`src/rtl/sa_pkg.sv`:
```
// sa_pkg: shared definitions for the systolic-array edge feeder.
//   SA_N, SA_DW, SA_PIPE_LAT : default array size, element width and PE multiply latency
//   state_t                  : edge-feeder run state
//   drain_len()              : cycles needed to flush the PE pipeline after the last A skew
package sa_pkg;

  localparam int SA_N        = 4;
  localparam int SA_DW       = 16;
  localparam int SA_PIPE_LAT = 6;

  typedef enum logic [2:0] {
    IDLE,
    CLEAR,
    BLOAD,
    STREAM,
    DRAIN,
    DONE
  } state_t;

  // Last A element enters at the far column, passes the multiplier pipeline,
  // then walks down N rows of partial-sum registers.
  function automatic int drain_len(input int n, input int pipe_lat);
    return pipe_lat + n + 1;
  endfunction

endpackage

```
`src/rtl/sa_tile_bank.sv`:
```
// sa_tile_bank: N x N register bank holding one operand tile.
//   Clock, rst_n    : clock, asynchronous active-low reset (clears the tile)
//   wr_en, wr_row   : row write strobe and row index
//   wr_data         : row data, element j at bits [j*DW +: DW]
//   rd_row, rd_col  : N independent read addresses, port p at bits [p*IW +: IW]
//   rd_data         : N combinational read results, port p at bits [p*DW +: DW]
module sa_tile_bank
  import sa_pkg::*;
#(
  parameter int N  = SA_N,
  parameter int DW = SA_DW
) (
  input  logic                      Clock,
  input  logic                      rst_n,
  input  logic                      wr_en,
  input  logic [$clog2(N)-1:0]      wr_row,
  input  logic [N*DW-1:0]           wr_data,
  input  logic [N*$clog2(N)-1:0]    rd_row,
  input  logic [N*$clog2(N)-1:0]    rd_col,
  output logic [N*DW-1:0]           rd_data
);

  localparam int IW = $clog2(N);

  logic [N-1:0][DW-1:0] mem [N];

  always_ff @(posedge Clock or negedge rst_n) begin
    if (!rst_n) begin
      for (int r = 0; r < N; r++) begin
        mem[r] <= '0;
      end
    end else if (wr_en) begin
      mem[wr_row] <= wr_data;
    end
  end

  always_comb begin
    rd_data = '0;
    for (int p = 0; p < N; p++) begin
      rd_data[p*DW +: DW] = mem[rd_row[p*IW +: IW]][rd_col[p*IW +: IW]];
    end
  end

endmodule

```
`src/rtl/sa_edge_feeder.sv`:
```
// sa_edge_feeder: top/left edge driver of an N x N weight-stationary PE grid.
//   Clock, rst_n        : clock, asynchronous active-low reset
//   ld_valid/ld_ready   : tile-row write handshake (ready only while idle)
//   ld_is_b, ld_row     : target bank (0 = A, 1 = B) and row index
//   ld_data             : row data, element j at bits [j*DW +: DW]
//   start               : begin a run (honoured only while idle)
//   busy, done          : run in progress / one-cycle end-of-run pulse
//   data_clear, en_*    : PE control broadcasts
//   b_top_out           : B preload into top-row PEs, column c at [c*DW +: DW]
//   a_left_out          : skewed A into left-column PEs, row r at [r*DW +: DW]
// All outputs are decoded from registered state, counter and bank contents.
module sa_edge_feeder
  import sa_pkg::*;
#(
  parameter int N        = SA_N,
  parameter int DW       = SA_DW,
  parameter int PIPE_LAT = SA_PIPE_LAT
) (
  input  logic                 Clock,
  input  logic                 rst_n,
  input  logic                 ld_valid,
  output logic                 ld_ready,
  input  logic                 ld_is_b,
  input  logic [$clog2(N)-1:0] ld_row,
  input  logic [N*DW-1:0]      ld_data,
  input  logic                 start,
  output logic                 busy,
  output logic                 done,
  output logic                 data_clear,
  output logic                 en_b_shift_bottom,
  output logic                 en_shift_right,
  output logic                 en_shift_bottom,
  output logic [N*DW-1:0]      b_top_out,
  output logic [N*DW-1:0]      a_left_out
);

  localparam int IW = $clog2(N);
  localparam int CW = $clog2(PIPE_LAT + 2*N + 2);

  localparam logic [CW-1:0] B_LAST = CW'(N - 1);
  localparam logic [CW-1:0] S_LAST = CW'(2*N - 2);
  localparam logic [CW-1:0] D_LAST = CW'(drain_len(N, PIPE_LAT) - 1);

  state_t          state, state_nxt;
  logic [CW-1:0]   cnt, cnt_nxt;

  logic            wr_a, wr_b;
  logic [N*IW-1:0] a_rd_row, a_rd_col, b_rd_row, b_rd_col;
  logic [N*DW-1:0] a_rd_data, b_rd_data;
  logic [N-1:0]    a_ok;
  int              d;

  assign wr_a = ld_valid && (state == IDLE) && !ld_is_b;
  assign wr_b = ld_valid && (state == IDLE) &&  ld_is_b;

  sa_tile_bank #(.N(N), .DW(DW)) u_bank_a (
    .Clock   (Clock),
    .rst_n   (rst_n),
    .wr_en   (wr_a),
    .wr_row  (ld_row),
    .wr_data (ld_data),
    .rd_row  (a_rd_row),
    .rd_col  (a_rd_col),
    .rd_data (a_rd_data)
  );

  sa_tile_bank #(.N(N), .DW(DW)) u_bank_b (
    .Clock   (Clock),
    .rst_n   (rst_n),
    .wr_en   (wr_b),
    .wr_row  (ld_row),
    .wr_data (ld_data),
    .rd_row  (b_rd_row),
    .rd_col  (b_rd_col),
    .rd_data (b_rd_data)
  );

  always_ff @(posedge Clock or negedge rst_n) begin
    if (!rst_n) begin
      state <= IDLE;
      cnt   <= '0;
    end else begin
      state <= state_nxt;
      cnt   <= cnt_nxt;
    end
  end

  // Counter restarts on every state entry; each state leaves on its terminal count.
  always_comb begin
    state_nxt = state;
    cnt_nxt   = cnt + CW'(1);
    case (state)
      IDLE: begin
        cnt_nxt = '0;
        if (start) state_nxt = CLEAR;
      end
      CLEAR: begin
        cnt_nxt   = '0;
        state_nxt = BLOAD;
      end
      BLOAD: if (cnt == B_LAST) begin
        cnt_nxt   = '0;
        state_nxt = STREAM;
      end
      STREAM: if (cnt == S_LAST) begin
        cnt_nxt   = '0;
        state_nxt = DRAIN;
      end
      DRAIN: if (cnt == D_LAST) begin
        cnt_nxt   = '0;
        state_nxt = DONE;
      end
      DONE: begin
        cnt_nxt   = '0;
        state_nxt = IDLE;
      end
      default: begin
        cnt_nxt   = '0;
        state_nxt = IDLE;
      end
    endcase
  end

  // B is pushed bottom row first so that after N shifts PE(r,c) holds B[r][c].
  // Left-column row r sees A[k-r][r]: one cycle of skew per row.
  always_comb begin
    a_rd_row = '0;
    a_rd_col = '0;
    b_rd_row = '0;
    b_rd_col = '0;
    a_ok     = '0;
    d        = 0;
    for (int p = 0; p < N; p++) begin
      d = int'(cnt) - p;
      a_ok[p]              = (d >= 0) && (d < N);
      a_rd_row[p*IW +: IW] = IW'(d);
      a_rd_col[p*IW +: IW] = IW'(p);
      b_rd_row[p*IW +: IW] = IW'(N - 1 - int'(cnt));
      b_rd_col[p*IW +: IW] = IW'(p);
    end
  end

  always_comb begin
    ld_ready          = (state == IDLE);
    busy              = (state != IDLE);
    done              = 1'b0;
    data_clear        = 1'b0;
    en_b_shift_bottom = 1'b0;
    en_shift_right    = 1'b0;
    en_shift_bottom   = 1'b0;
    b_top_out         = '0;
    a_left_out        = '0;
    case (state)
      CLEAR: data_clear = 1'b1;
      BLOAD: begin
        en_b_shift_bottom = 1'b1;
        b_top_out         = b_rd_data;
      end
      STREAM: begin
        en_shift_right  = 1'b1;
        en_shift_bottom = 1'b1;
        for (int p = 0; p < N; p++) begin
          if (a_ok[p]) a_left_out[p*DW +: DW] = a_rd_data[p*DW +: DW];
        end
      end
      DRAIN: begin
        en_shift_right  = 1'b1;
        en_shift_bottom = 1'b1;
      end
      DONE:    done = 1'b1;
      default: ;
    endcase
  end

endmodule

```
`config.mk`:
```
export PLATFORM = sky130hd
export DESIGN_NAME = sa_edge_feeder
export DESIGN_NICKNAME = d
export VERILOG_FILES = /design/src/rtl/sa_pkg.sv /design/src/rtl/sa_tile_bank.sv /design/src/rtl/sa_edge_feeder.sv
export SDC_FILE = /design/constraint.sdc
export NUM_CORES = 1
export LEC_CHECK = 0
export BUFFER_PORTS_ARGS = -buffer_cell sky130_fd_sc_hd__buf_2
export CORE_UTILIZATION = 53
export CTS_CLUSTER_SIZE = 16
export DETAILED_ROUTE_END_ITERATION = 10
export GPL_ROUTABILITY_DRIVEN = 0
export PLACE_DENSITY = 0.81
export RECOVER_POWER = 25
export REMOVE_ABC_BUFFERS = 1
export SYNTH_ARGS = -nofsm -noshare
export SYNTH_HDL_FRONTEND = slang
export SYNTH_SLANG_ARGS = --single-unit
```
`constraint.sdc`:
```
create_clock -name Clock -period 3.2 [get_ports Clock]
set_input_delay 0.64 -clock Clock [delete_from_list [all_inputs] [get_ports Clock]]
set_output_delay 0.64 -clock Clock [all_outputs]
set_load 0.01 [all_outputs]
```
# [Word level (Yosys, flattened, before mapping)]
# Cells that the tools add are included.
[word_totals] latch_bits=0 inputBits=71 ram_bits=0 output_inout_bits=135 rom_bits=0 elab_cells=123 n_memories=0 register_bits=519
[classes] shifts=0 eq_ne=12 n_mul=0 reduce_logical=13 n_div=0 muxes=38 bitwise_logic=6 addsub=5 magnitude_cmp=15
[op_table] operator="64-bit binary-select mux with 2-bit select" count=5
[op_table] operator="256-bit bitwise mux" count=2
[op_table] operator="64-bit 2-to-1 mux" count=7
[op_table] operator="64-bit demux with 2-bit select" count=1
[op_table] operator="16-bit 2-to-1 mux" count=6
[op_table] operator="48-bit 2-to-1 mux" count=2
[op_table] operator="32-bit 2-to-1 mux" count=2
[op_table] operator="3-bit >= comparator (second input constant)" count=6
[op_table] operator="2-bit inverter with 3-bit output" count=6
[op_table] operator="5-bit by 1-bit >= comparator with 1-bit output (second input constant)" count=3
[op_table] operator="5-bit by 4-bit < comparator with 1-bit output (second input constant)" count=3
[op_table] operator="3-bit case mux with 5 select lines" count=1
[op_table] operator="3-bit 2-to-1 mux" count=4
[op_table] operator="4-bit 2-to-1 mux" count=3
[op_table] operator="4-bit case mux with 3 select lines" count=1
[op_table] operator="4-bit by 2-bit subtractor with 5-bit output (second input constant)" count=2
[op_table] operator="1-bit logical AND" count=8
[op_table] operator="3-bit by 2-bit equality test with 1-bit output (second input constant)" count=2
[op_table] operator="3-bit equality test (second input constant)" count=2
[op_table] operator="2-bit inequality test (second input constant)" count=3
[op_table] operator="4-bit by 1-bit subtractor with 5-bit output (second input constant)" count=1
[op_table] operator="4-bit by 1-bit adder with 4-bit output (second input constant)" count=1
[op_table] operator="4-bit by 2-bit equality test with 1-bit output (second input constant)" count=1
[op_table] operator="4-bit by 3-bit equality test with 1-bit output (second input constant)" count=1
[op_table] operator="other kinds (13)" count=16

# [Longest topological paths before layout]
[logic_depth] word_depth=7 mapped_depth=9 depth_no_buf=5

# [By module]
# Synthesis repeated with hierarchy kept, for this count alone.
[hier_totals] cells_unflattened=2430 hier_area_um2=36461.2
[modules_own_cells] module="sa_tile_bank" area_per_inst_um2=17390.4 seq_area_each_um2=6406.1 cells_per_inst=1091 instances=2
[modules_own_cells] module="sa_edge_feeder" area_per_inst_um2=1680.4 seq_area_each_um2=175.2 cells_per_inst=248 instances=1

# [Worst setup path before layout]
# OpenSTA, ideal clock, no wires.
[synth_timing] path_type="register to output" from="register cnt[1]" to="output port a_left_out[18]" path_stages_with_launch=10 arrival_time_ps=2805 t_required_ps=2560 path_buffers=5 setup_slack_ps=-245 path_cell_list="dfrtp_1 clkbuf_1 clkbuf_1 buf_1 inv_1 ha_1 clkbuf_1 clkbuf_1 mux4_2 nor3b_1"
[synth_via] elab_chain_len=7 word_cells_on_any_way=10 classes_between="add/sub (1); order compare (2); mux (5); bitwise (1); reduce/logical (1)"
[synth_lines] item="from (decl)" line="sa_edge_feeder.sv:45" rtl="logic [CW-1:0] cnt, cnt_nxt;"
[synth_lines] item="from (signal assigned)" line="sa_edge_feeder.sv:84" rtl="cnt <= cnt_nxt;"
[synth_lines] item="4-bit by 1-bit subtractor with 5-bit output (*)" line="sa_edge_feeder.sv:134" rtl="d = int'(cnt) - p;"
[synth_lines] item="branches (longest 4 deep; another with 5-bit by 1-bit >= comparator with 1-bit output)"
[synth_lines] item="16-bit 2-to-1 mux (*)" line="sa_edge_feeder.sv:163" rtl="if (a_ok[p]) a_left_out[p*DW +: DW] = a_rd_data[p*DW +: DW];"
[synth_lines] item="64-bit 2-to-1 mux (*)" line="sa_edge_feeder.sv:153" rtl="case (state)"
[synth_lines] item="to (decl)" line="sa_edge_feeder.sv:34" rtl="output logic [N*DW-1:0] a_left_out"
# Every way passes the cells marked *. The select of a mux whose other input is x is not followed.

# [Final worst setup path]
[layout_timing] from="register cnt[1]" to="output port a_left_out[38]"
[layout_via] elab_chain_len=7 word_cells_on_any_way=10 classes_between="add/sub (1); order compare (2); mux (5); bitwise (1); reduce/logical (1)"
[layout_lines] item="4-bit by 2-bit subtractor with 5-bit output (*)" line="sa_edge_feeder.sv:134"
[layout_lines] item="branches (longest 4 deep; another with 5-bit by 1-bit >= comparator with 1-bit output)"
[layout_lines] item="16-bit 2-to-1 mux (*)" line="sa_edge_feeder.sv:163"
[layout_lines] item="64-bit 2-to-1 mux (*)" line="sa_edge_feeder.sv:153"
# Marked as above.

==> impl_metrics.csv <==
group,metric,value,unit
sta,whs,383,ps
power_and_ir_drop,switching_share,28.6,%
logic_synthesis,netlist_area,23600,µm²
drt,wl,53800,µm
critical_path,worstSetupPathType,"reg2out",
sta,slew_viol_final,70,
floorplan,die_area,45300,µm²
logic_synthesis,synth_seq_cells,519,
logic_synthesis,ys_top_cells_by_count,"519 x dfrtp_1, 502 x mux2_2, 128 x mux4_2",
drt,wl_per_cell,23.5,µm
status,violations,"capacitance limit, slew limit",
logic_synthesis,synth_cell_types,40,
clocking,cts_root_buf,"clkbuf_16",
critical_path,rr_endpoint,"u_bank_a.mem[68]",
critical_path,crit_required,2560,ps
drt,drc_errors,0,
critical_path,crit_path_start_kind,"register",
sta,slew_headroom,-26.4,%
job,cap_violations,1,
sta,final.min_clock_period,3120,ps
worst_hold_path,hp-start,"ld_data[58]",
power_and_ir_drop,sequentialPowerShare,43.6,%
placement,place_ws,305,ps
clocking,cts-buffers-inserted,52,
power_and_ir_drop,clock_power_share,24.9,%
placement,port_buffers,205,
sta,worst_clock_skew,12.1,ps
drt,ant_nets,0,
sta,fmax,320,MHz
logic_synthesis,synth-main-ff-cell,"dfrtp_1",
power_and_ir_drop,leakage,12.9,nW
sta,fin_ws,76.0,ps
logic_synthesis,syn-instance-count,1459,
logic_synthesis,synth.most_common_cell,"dfrtp_1",
floorplan,start_util,54.2,%
critical_path,worst-path-max-fanout,97,
drt,via_count,13561,
power_and_ir_drop,power.density,891,nW/µm²
critical_path,r2r_start,"state[2]",
critical_path,endpoint_kind,"output pin",
logic_synthesis,yosys_warnings,0,
global_routing,grt_pass1_vias,14774,
global_routing,grt_max_degree,98,
global_routing,antenna_found_initial,7,
critical_path,critical_path_arrival,2480,ps
logic_synthesis,synth_edf_count,0,
power_and_ir_drop,intPower,17.3,mW
logic_synthesis,synth_top_cell_area_share,55.1,%
clocking,clkTransAtPathRegs,60,ps
global_routing,grt_overflow,0,
sta,period_share,97.6,%
clocking,clock_path_buffers,3,
drt,firstDrtPassIters,4,
floorplan,die_h,213,µm
critical_path,startpoint,"cnt[1]",
power_and_ir_drop,p_comb_share,31.5,%
sta,setup_viol,0,
worst_hold_path,hold_path_class,"in2reg",
sta,rsz0062_at_grt,"no",
power_and_ir_drop,power.total,24.3,mW
sta,worstMarginPinSlew,1900,ps
power_and_ir_drop,p_sw,6.96,mW
floorplan,io_pins,206,
floorplan,core_area,43500,µm²
clocking,cts_tree,"built",
finish,drive_gt1_share,58.1,%
drt,drt_iter0_markers,737,
critical_path,rr_worst_depth,5,
power_and_ir_drop,ir_worst_vdd,0.000479,V
clocking,htreeDepth,2,
critical_path,rrSetupSlack,540,ps
worst_hold_path,worstHoldPathCells,2,
finish,area_growth,15.7,%
finish,nFillCells,3105,
drt,routed_via_density,5.91,
logic_synthesis,synth-seq-area-share,55.1,%
logic_synthesis,syn_avg_cell_area,16.2,µm²
clocking,cts.sinks,519,
logic_synthesis,synth_top_area_cell,"dfrtp_1",
logic_synthesis,synthTopCellsByArea,"dfrtp_1 55%, mux2_2 24%, mux4_2 12%, and2_1 1.8%, nor3b_1 1.6%",
global_routing,grt_first_pass_wirelength,85000,µm
worst_hold_path,holdPathEnd,"u_bank_b.mem[58]",
finish,nets,1742,
global_routing,track_usage,24.7,%
status,outcome,"complete, but fails checks",
logic_synthesis,async_flop_share,100,%
floorplan,row_count,76,
floorplan,fp.dieW,213,µm
sta,timing.final.hold_violations,0,
placement,place_hpwl,32900,µm
clocking,clk_latency,600,ps
cells in the final DEF (no fill, tap or decap), types with 6 or more instances in the layout:
| cell type | instances |
|---|---|
| mux2_1 | 10 |
| clkbuf_16 | 54 |
| ha_1 | 6 |
| clkbuf_8 | 18 |
| nor3b_1 | 47 |
| dfrtp_1 | 516 |
| buf_2 | 204 |
| mux2_2 | 502 |
| clkbuf_1 | 14 |
| and3_1 | 16 |
| nor2_1 | 6 |
| mux4_2 | 128 |
| buf_12 | 17 |
| buf_4 | 25 |
| and2_1 | 66 |
power by group through the flow:
stage          Clock [mW]  Combinational (mW)  Sequential [mW]
4_1_cts              6.16                7.70             10.6
6_report             6.05                7.67             10.6
3_3_place_gp            0                7.28             10.4
5_1_grt              6.41                8.22             10.9
2_1_floorplan           0                5.24             10.5
3_5_place_dp            0                7.50             10.7
stage by stage:
step | std cells | cell area [µm²] | TNS, ps | util, %
finish | 2293 | 27300 | 0 | 62.8
floorplan | 1352 | 23000 | -1367060 | -
global placement | 2189 | 25400 | 0 | 58.4
CTS | 2288 | 27200 | 0 | 62.7
global route | 2290 | 27300 | 0 | 62.7
detailed placement | 2189 | 25400 | 0 | 58.4
cells by family after synthesis:
logic type,after synthesis,share of synthesized area (%)
buffers and inverters,112,2.60
flip-flops,519,55.1
XOR/XNOR,3,0.111
adder cells (fa/ha/maj),7,0.372
multiplexers,640,36.7
AND/OR/NAND/NOR,163,4.71
AO/OA/AOI/OAI,15,0.425
registers in the layout (all words and copies together) (netlist names):
name	count
state	3
u_bank_a.mem	256
cnt	4
u_bank_b.mem	256
how the worst max path moves through the flow:
stage                         to  slack, ps  depth (start not counted)
2_1_floorplan  u_bank_a.mem[100]      -5570                          3
3_3_place_gp      a_left_out[49]        390                          7
3_5_place_dp      a_left_out[51]        300                          7
4_1_cts           a_left_out[47]          5                          7
5_1_grt           a_left_out[36]          3                          7
6_report          a_left_out[38]         80                          4
cell type report:
cell class | instances | area [µm²] | share of cell area (%)
diodes | 4 | 10.0 | 0.0367
inverters | 5 | 18.8 | 0.0688
flip-flops and latches | 519 | 13000 | 47.7
clock inverters | 10 | 88.8 | 0.326
well taps | 585 | 732 | 2.68
clock buffers | 84 | 1620 | 5.95
repair buffers | 258 | 1720 | 6.30
multi-input cells | 828 | 10100 | 37.0
critical path: stages (launching register included):
cell	delay, ps
dfrtp_4	470
buf_16	450
mux4_2	320
nor3b_1	330
buf_2	210
per-layer routing:
layer / vias up / share of wire [%] / GRT usage, %
li1: 5831 / - / -
met5: - / 0.087 / 0
met1: 7322 / 43 / 33.3
met4: 8 / 2.9 / 8.88
met3: 102 / 4.3 / 3.77
met2: 298 / 50 / 40.6
timing repair:
item                                    4_1_cts  5_1_grt
hold buffers                                  1        0
setup buffers                                 3        0
resized for setup                             8        6
pin swaps                                     1        1
endpoints found under the setup margin       60       30
gates cloned                                  1        1
endpoints found under the hold margin         3        0
Power figures use the tool's default switching activity.
